<file path="config.mk">
export PLATFORM = sky130hd
export DESIGN_NAME = rx_frame_arbiter_flat
export DESIGN_NICKNAME = d
export VERILOG_FILES = /design/src/rtl/rx_frame_arbiter_pkg.sv /design/src/rtl/rx_frame_arbiter_if.sv /design/src/rtl/rx_frame_arbiter_rr_pick.sv /design/src/rtl/rx_frame_arbiter.sv /design/src/flat_wrapper.sv
export SDC_FILE = /design/constraint.sdc
export NUM_CORES = 1
export LEC_CHECK = 0
export BUFFER_PORTS_ARGS = -buffer_cell sky130_fd_sc_hd__buf_4
export CAP_MARGIN = 20
export CORE_UTILIZATION = 25
export CTS_CLUSTER_DIAMETER = 30
export CTS_CLUSTER_SIZE = 25
export DETAILED_ROUTE_END_ITERATION = 6
export REMOVE_ABC_BUFFERS = 1
export SETUP_SLACK_MARGIN = 0.4
export SYNTH_ARGS = -nofsm -noshare
export SYNTH_HDL_FRONTEND = slang
export SYNTH_SLANG_ARGS = --single-unit
export TNS_END_PERCENT = 100
</file>
<file path="constraint.sdc">
create_clock -name clk -period 6.67 [get_ports clk]
set_clock_uncertainty 0.2 [all_clocks]
set_input_delay 1.334 -clock clk [delete_from_list [all_inputs] [get_ports clk]]
set_output_delay 1.334 -clock clk [all_outputs]
set_load 0.02 [all_outputs]
</file>
<file path="src/rtl/rx_frame_arbiter_pkg.sv">
// rtl/rx_frame_arbiter_pkg.sv - shared switch-wide defines for the RX frame arbiter
// Purpose: FSM state encodings, default frame limit and RX FIFO entry layout.
// Ports: none (package).
package rx_frame_arbiter_pkg;

  localparam logic [1:0] S_IDLE  = 2'b00;
  localparam logic [1:0] S_XFER  = 2'b01;
  localparam logic [1:0] S_DRAIN = 2'b10;

  localparam int MAX_LEN_DEF  = 1518;
  localparam int FIFO_ENTRY_W = 9;

  // One RX FIFO entry as written by the SNI receive front-end.
  typedef struct packed {
    logic       eod;
    logic [7:0] data;
  } fifo_entry_t;

endpackage

</file>
<file path="src/rtl/rx_frame_arbiter_if.sv">
// rtl/rx_frame_arbiter_if.sv - RX FIFO read side plus downstream byte stream bundle
// Purpose: groups the per-port FIFO head/pop signals and the forwarded byte stream.
// Ports (signals):
//   fifo_empty/fifo_dout/fifo_EOD_out : per-port FIFO heads (first-word-fall-through)
//   fifo_rden                         : per-port pop strobes
//   out_data/out_valid/out_eod/out_err/out_ready/out_port : downstream byte stream
// Modports: master = arbiter side, slave = FIFOs + downstream side.
interface rx_frame_arbiter_if #(
  parameter int NPORT = 4
) ();
  localparam int PW = $clog2(NPORT);

  logic [NPORT-1:0]   fifo_empty;
  logic [8*NPORT-1:0] fifo_dout;
  logic [NPORT-1:0]   fifo_EOD_out;
  logic [NPORT-1:0]   fifo_rden;
  logic [7:0]         out_data;
  logic               out_valid;
  logic               out_eod;
  logic               out_err;
  logic               out_ready;
  logic [PW-1:0]      out_port;

  modport master (
    input  fifo_empty, fifo_dout, fifo_EOD_out, out_ready,
    output fifo_rden, out_data, out_valid, out_eod, out_err, out_port
  );

  modport slave (
    output fifo_empty, fifo_dout, fifo_EOD_out, out_ready,
    input  fifo_rden, out_data, out_valid, out_eod, out_err, out_port
  );
endinterface

</file>
<file path="src/rtl/rx_frame_arbiter_rr_pick.sv">
// rtl/rx_frame_arbiter_rr_pick.sv - combinational round-robin selector
// Purpose: picks the first requesting index strictly after 'last', modulo NPORT.
// Ports:
//   req     in  NPORT  request vector
//   last    in  PW     index granted most recently
//   gnt_idx out PW     selected index (0 when nothing requests)
//   any     out 1      at least one request present
module rr_pick #(
  parameter int NPORT = 4,
  parameter int PW    = $clog2(NPORT)
) (
  input  logic [NPORT-1:0] req,
  input  logic [PW-1:0]    last,
  output logic [PW-1:0]    gnt_idx,
  output logic             any
);

  // Scan from the farthest candidate back to the nearest so the nearest
  // requester after 'last' is the one that sticks.
  always_comb begin
    int j;
    gnt_idx = '0;
    for (int k = NPORT; k >= 1; k--) begin
      j = (int'(last) + k) % NPORT;
      if (req[PW'(j)]) gnt_idx = PW'(j);
    end
  end

  assign any = |req;

endmodule

</file>
<file path="src/rtl/rx_frame_arbiter.sv">
// rtl/rx_frame_arbiter.sv - frame-atomic round-robin scheduler over NPORT RX FIFOs
// Purpose: grants one port at a time, forwards whole frames through to the EOD
// byte, and truncates then drains frames longer than MAX_LEN.
// Ports:
//   clk      in  1      user-domain clock
//   arst_n   in  1      asynchronous active-low reset
//   port_en  in  NPORT  per-port grant enable
//   bus      master     FIFO heads/pops and downstream byte stream
//   drop_cnt out 16     saturating count of truncated frames
module rx_frame_arbiter
  import rx_frame_arbiter_pkg::*;
#(
  parameter int NPORT   = 4,
  parameter int MAX_LEN = MAX_LEN_DEF,
  parameter int LW      = 11
) (
  input  logic               clk,
  input  logic               arst_n,
  input  logic [NPORT-1:0]   port_en,
  rx_frame_arbiter_if.master bus,
  output logic [15:0]        drop_cnt
);
  localparam int PW = $clog2(NPORT);

  logic [1:0]       r_state;
  logic [PW-1:0]    r_grant;
  logic [PW-1:0]    r_last_grant;
  logic [LW-1:0]    r_byte_cnt;
  logic [15:0]      r_drop_cnt;

  logic [NPORT-1:0] w_req;
  logic [PW-1:0]    w_pick;
  logic             w_any;
  logic             w_head_empty;
  logic             w_head_eod;
  logic [7:0]       w_head_data;
  logic             w_xfer;
  logic             w_drain;
  logic             w_trunc;
  logic             w_valid;
  logic             w_fire;
  logic             w_err;

  assign w_req = port_en & ~bus.fifo_empty;

  rr_pick #(.NPORT(NPORT), .PW(PW)) u_rr_pick (
    .req     (w_req),
    .last    (r_last_grant),
    .gnt_idx (w_pick),
    .any     (w_any)
  );

  // Head of the granted FIFO; the byte path stays combinational.
  assign w_head_empty = bus.fifo_empty[r_grant];
  assign w_head_eod   = bus.fifo_EOD_out[r_grant];
  assign w_head_data  = bus.fifo_dout[{r_grant, 3'b000} +: 8];

  assign w_xfer  = (r_state == S_XFER);
  assign w_drain = (r_state == S_DRAIN);
  assign w_trunc = (r_byte_cnt == LW'(MAX_LEN - 1));
  assign w_valid = w_xfer & ~w_head_empty;
  assign w_fire  = w_valid & bus.out_ready;
  // EOD landing exactly on the limit byte is a normal end, not an error.
  assign w_err   = w_trunc & ~w_head_eod;

  // Stream outputs are forced low outside S_XFER so idle/reset show all zeros.
  assign bus.out_valid = w_valid;
  assign bus.out_data  = w_xfer ? w_head_data : 8'h00;
  assign bus.out_eod   = w_xfer & (w_head_eod | w_trunc);
  assign bus.out_err   = w_xfer & w_err;
  assign bus.out_port  = r_grant;
  assign drop_cnt      = r_drop_cnt;

  // Draining pops the remainder of a runaway frame regardless of out_ready.
  always_comb begin
    bus.fifo_rden = '0;
    if (w_fire || (w_drain && !w_head_empty)) bus.fifo_rden[r_grant] = 1'b1;
  end

  always_ff @(posedge clk or negedge arst_n) begin
    if (!arst_n) begin
      r_state      <= S_IDLE;
      r_grant      <= '0;
      r_last_grant <= PW'(NPORT - 1);
      r_byte_cnt   <= '0;
      r_drop_cnt   <= '0;
    end else begin
      case (r_state)
        S_IDLE: begin
          if (w_any) begin
            r_grant    <= w_pick;
            r_byte_cnt <= '0;
            r_state    <= S_XFER;
          end
        end
        S_XFER: begin
          if (w_fire) begin
            r_byte_cnt <= r_byte_cnt + 1'b1;
            if (w_head_eod) begin
              r_last_grant <= r_grant;
              r_state      <= S_IDLE;
            end else if (w_trunc) begin
              if (r_drop_cnt != 16'hFFFF) r_drop_cnt <= r_drop_cnt + 1'b1;
              r_state <= S_DRAIN;
            end
          end
        end
        S_DRAIN: begin
          if (!w_head_empty && w_head_eod) begin
            r_last_grant <= r_grant;
            r_state      <= S_IDLE;
          end
        end
        default: r_state <= S_IDLE;
      endcase
    end
  end

endmodule

</file>
<file path="src/flat_wrapper.sv">
// flat-port wrapper written by rule: the top's interface ports become plain ports
module rx_frame_arbiter_flat import rx_frame_arbiter_pkg::*;
#(
  parameter int NPORT   = 4,
  parameter int MAX_LEN = MAX_LEN_DEF,
  parameter int LW      = 11
)
  (clk, arst_n, port_en, drop_cnt, bus_fifo_empty, bus_fifo_dout, bus_fifo_EOD_out, bus_out_ready, bus_fifo_rden, bus_out_data, bus_out_valid, bus_out_eod, bus_out_err, bus_out_port);
  rx_frame_arbiter_if #(.NPORT(NPORT)) bus_i ();
  input  logic clk;
  input  logic arst_n;
  input  logic [NPORT-1:0] port_en;
  output logic [15:0] drop_cnt;
  input wire logic [$bits(bus_i.fifo_empty)-1:0] bus_fifo_empty;
  input wire logic [$bits(bus_i.fifo_dout)-1:0] bus_fifo_dout;
  input wire logic [$bits(bus_i.fifo_EOD_out)-1:0] bus_fifo_EOD_out;
  input wire logic [$bits(bus_i.out_ready)-1:0] bus_out_ready;
  output wire logic [$bits(bus_i.fifo_rden)-1:0] bus_fifo_rden;
  output wire logic [$bits(bus_i.out_data)-1:0] bus_out_data;
  output wire logic [$bits(bus_i.out_valid)-1:0] bus_out_valid;
  output wire logic [$bits(bus_i.out_eod)-1:0] bus_out_eod;
  output wire logic [$bits(bus_i.out_err)-1:0] bus_out_err;
  output wire logic [$bits(bus_i.out_port)-1:0] bus_out_port;
  assign bus_i.fifo_empty = bus_fifo_empty;
  assign bus_i.fifo_dout = bus_fifo_dout;
  assign bus_i.fifo_EOD_out = bus_fifo_EOD_out;
  assign bus_i.out_ready = bus_out_ready;
  assign bus_fifo_rden = bus_i.fifo_rden;
  assign bus_out_data = bus_i.out_data;
  assign bus_out_valid = bus_i.out_valid;
  assign bus_out_eod = bus_i.out_eod;
  assign bus_out_err = bus_i.out_err;
  assign bus_out_port = bus_i.out_port;
  rx_frame_arbiter #(.NPORT(NPORT), .MAX_LEN(MAX_LEN), .LW(LW)) u_core (.clk(clk), .arst_n(arst_n), .port_en(port_en), .bus(bus_i), .drop_cnt(drop_cnt));
endmodule
</file>
; After elaboration in Yosys (flattened, before gate mapping)
; Cells that the tools add are included.
[word_totals]
regBits = 33
input_bits = 47
output_inout_bits = 33
wordCells = 88
[classes]
addsub = 6
order_cmp = 6
n_eq_ne = 9
shifts = 1
muxes = 37
bitwise = 10
reduce_logical = 14
[op_table]
columns = cell, n
row1 = 32-bit by 6-bit indexed part select with 8-bit output, 1
row2 = 2-bit two-way mux, 12
row3 = 11-bit two-way mux, 2
row4 = 11-bit case mux with 2 select lines, 1
row5 = 16-bit by 1-bit adder with 16-bit output (second input constant), 1
row6 = 2-bit by 4-bit less-than comparator with 1-bit output (second input constant), 4
row7 = 16-bit inequality test (second input constant), 1
row8 = 1-bit binary-select mux with 2-bit select, 6
row9 = 11-bit by 1-bit adder with 11-bit output (second input constant), 1
row10 = 11-bit equality test (second input constant), 1
row11 = 1-bit two-way mux, 11
row12 = 8-bit two-way mux, 1
row13 = 4-bit AND reduction, 2
row14 = 2-bit inequality test (second input constant), 3
row15 = 2-bit case mux with 3 select lines, 1
row16 = 1-bit bitwise AND, 5
row17 = 5-bit AND reduction, 1
row18 = 2-bit by 1-bit adder with 2-bit output (second input constant), 2
row19 = 2-bit adder (second input constant), 2
row20 = 4-bit bitwise AND, 1
row21 = 4-bit two-way mux, 1
row22 = 4-bit inverter, 1
row23 = 2-bit case mux with 2 select lines, 1
row24 = 2-bit nonzero test, 2
row25 = 16 further kinds, 19

; Longest topological paths before layout
[depth]
word_depth = 9
ltp_mapped = 7
depth_no_buf = 7

; Cells and area by module
; A second synthesis with hierarchy kept.
[hier_totals]
cells_unflattened = 208
hier_area_um2 = 2132.0
[by_module_without_submodules]
columns = mod, n_inst, cells_per_inst, area_each_um2, seq_area_each_um2
row1 = rx_frame_arbiter, 1, 194, 2040.7, 828.3
row2 = rr_pick, 1, 14, 91.3, 0.0

; Worst setup path after synthesis
; Ideal clock, no wire load.
[synth_timing]
path_type = input -> output
from = in bus_fifo_EOD_out[3]
to = out bus_out_err
arrival_ns = 2.816
required_ns = 5.136
path_slack_ns = 2.320
stages = 4
cell_sequence = mux4_2 > or4b_4 > buf_6 > nor2_1
[synth_via]
elab_chain_len = 5
[synth_lines]
columns = item, line
row1 = "start, declared", flat_wrapper.sv:16  ; input wire logic [$bits(bus_i.fifo_EOD_out)-1:0] bus_fifo_EOD_out;
row2 = 1-bit binary-select mux with 2-bit select, rx_frame_arbiter.sv:55  ; assign w_head_eod = bus.fifo_EOD_out[r_grant];
row3 = 1-bit two-way mux (implied by the code), rx_frame_arbiter.sv:55
row4 = 1-bit inverter (no line), n/a
row5 = 1-bit bitwise AND, rx_frame_arbiter.sv:64  ; assign w_err = w_trunc & ~w_head_eod;
row6 = 1-bit bitwise AND, rx_frame_arbiter.sv:70  ; assign bus.out_err = w_xfer & w_err;
row7 = "end, declared", flat_wrapper.sv:22  ; output wire logic [$bits(bus_i.out_err)-1:0] bus_out_err;
; No other way between the ends. The select of a mux whose other input is x is not followed.

; Worst setup path after layout
; Same ends and word-level chain as after synthesis.

==> out/qor.csv <==
metric,value,unit
cp_max_fo,13,
vias,1928,
cp-end-kind,output pin,
synthTopCellsByCount,"dfrtp_1 (31), nand2_1 (13), nor2b_1 (13), o21ai_0 (13), xor2_1 (13)",
htreeDepth,2,
rows,33,
finalSetupTns,0,ps
slew-limit-headroom,0.367,
cp_data_required_time,5140,ps
post-dp-hpwl,4030,um
grt_pass1_wl,8430,um
drive_above_1_share,0.364,
synth.top_cell.area_share,0.356,
postSynthCellCount,221,
cp-start-kind,primary input,
die_h,95.3,um
seq_area_frac_synth,0.380,
clock.fmax,225,MHz
vias_per_cell,4.80,
n_fill_cell,892,
crit_path_cell_trace,"buf_4, mux4_2, or4b_4, nor2_1, buf_4",
cts_tree,yes,
grt_use_total,0.117,
synth-edff-count,0,
holdBufCountCts,0,
crit_path_frequent_cell,buf_4,
critPathKind,in -> out,
critPathLaunch,bus_fifo_EOD_out[3],
gp_congestion,0.750,
worst_slew_pin_slew,943,ps
drc,0,
avgSynthCellArea,9.86,sq um
clock_tree.root_cell,clkbuf_8,
grt_overflow,0,
dieWidth,95.3,um
p_leak,1.37,nW
maxCapViolations,0,
initial_core_util,0.261,
wl_per_cell,13.0,um
ys_ff_latch,33,
status,finished clean,
cts_made_buffers,5,
core_area,8340,sq um
hold_violations,0,
syn2layout_area_growth,35.6,%
hp-start,u_core.drop_cnt[8]$_DFFE_PN0P_,
synth_most_common_cell,dfrtp_1,
routed_wirelength,5230,um
synth_area_leader_cell,dfrtp_1,
die-area,9090,sq um
setup_violations,0,
fin_crit_sh,0.667,
clock_sinks,33,
antenna_found_initial,0,
reg2reg_from,u_core.bus.out_port[0]$_DFFE_PN0P_,
min_path_type,reg -> reg,
crit_arrival,2910,ps
grt_pass1_vias,1758,
firstDrtPassIters,4,
rsz0062_at_grt,no,
ys_types,45,
synthArstFlopShare,1.00,
p_per_area,280,nW/um^2
final_antenna_net_count,0,
total_power,828,uW
slew_viol_final,0,
diodes,0,
peakVddDrop,0.000136,V
min_period,4450,ps
slowest_delay,660,ps
layout.nets,346,
cts.path.max_buffers,2,
grt_max_degree,34,
cts_resized,0,
synth_area_leaders,"dfrtp_1 (36%), mux4_2 (10%), xor2_1 (5.2%)",
ioPinCount,80,
clock_latency,290,ps
ys_warn_count,0,
synth_top_flop_cell,dfrtp_1,
syn_area,2180,sq um
crit_slowest_cell,or4b_4,
port_buffers,79,
path_clk_slew,70,ps
drt_iter0_markers,92,
cts_setup_buffers,0,
## layer usage
layer / GRT usage / part of all wire
met1: 0.165 / 0.48
met2: 0.177 / 0.46
met3: 0.0311 / 0.058
met4: 0.0253 / 0.0065
met5: 0 / 0
## path summary, 6_finish.rpt
kind	to	slack [ps]	depth (start not counted)
worst max-delay path	bus_out_err	2220	5
worst min-delay path	u_core.drop_cnt[8]$_DFFE_PN0P_	300	1
max in group asynchronous	u_core.r_last_grant[0]$_DFFE_PN1P_	5170	1
worst min register to register	u_core.drop_cnt[8]$_DFFE_PN0P_	300	1
worst max register to register	u_core.drop_cnt[1]$_DFFE_PN0P_	3490	6
min in group asynchronous	u_core.drop_cnt[11]$_DFFE_PN0P_	780	1
## registers in the layout, summed over array words and instances, names as in the netlist
register             count
u_core.drop_cnt         16
u_core.r_state           2
u_core.bus.out_port      2
u_core.r_last_grant      2
u_core.r_byte_cnt       11
## layout make-up
| type | count | area, sq um | area share |
|---|---|---|---|
| multi-input combinational | 169 | 1260 | 0.427 |
| sequential | 33 | 828 | 0.280 |
| timing repair buffer | 80 | 601 | 0.203 |
| tap | 105 | 131 | 0.0445 |
| clock buffer | 6 | 72.6 | 0.0246 |
| clock inverter | 2 | 35.0 | 0.0119 |
| inverter | 7 | 26.3 | 0.00889 |
## critical path, delay by kind of cell
kind          cells  cell delay, ps
simple gates      2             790
mux               1             520
buf+inv           2             270
## power breakdown
group,switching (mW),internal (mW),total (mW),leakage [nW]
logic,0.181,0.181,0.362,0.872
clock network,0.0730,0.111,0.184,0.0552
registers,0.0579,0.224,0.282,0.438
## layout by cell type, fill, tap and decap left out, types with 2 or more instances in the layout
cell type,instances
buf_4,80
dfrtp_1,31
nor2b_1,13
nand2_1,13
o21ai_0,13
xor2_1,13
nor2_1,12
nor3_1,12
mux4_2,10
a21oi_1,9
nand3_1,8
inv_1,7
or4_1,6
or3_1,6
nand2b_1,5
clkbuf_8,5
nor3b_1,4
mux2_2,4
nand4_1,4
and3_1,3
and4_1,3
o31ai_1,3
ha_1,3
nand3b_1,2
o21bai_1,2
nor4_1,2
and2_1,2
o211ai_1,2
dfstp_2,2
## metrics by stage
stage / setup WS [ps] / util / cell area [sq um] / hold slack (ps) / cells
floorplan: 2380 / - / 2110 / 300 / 209
global placement: 2240 / 0.341 / 2850 / 275 / 394
detailed placement: 2230 / 0.341 / 2850 / 291 / 394
CTS: 2230 / 0.354 / 2950 / 301 / 402
global route: 2190 / 0.354 / 2950 / 323 / 402
finish: 2220 / 0.354 / 2950 / 296 / 402
## kinds of logic after synthesis
logic type,after synthesis,share of synthesized area
xor+xnor,14,0.0563
simple gates,104,0.288
flops,33,0.380
compound gates,34,0.0930
buf+inv,19,0.0414
mux,14,0.124
fa+ha+maj,3,0.0172
Power figures use the tool's default switching activity.
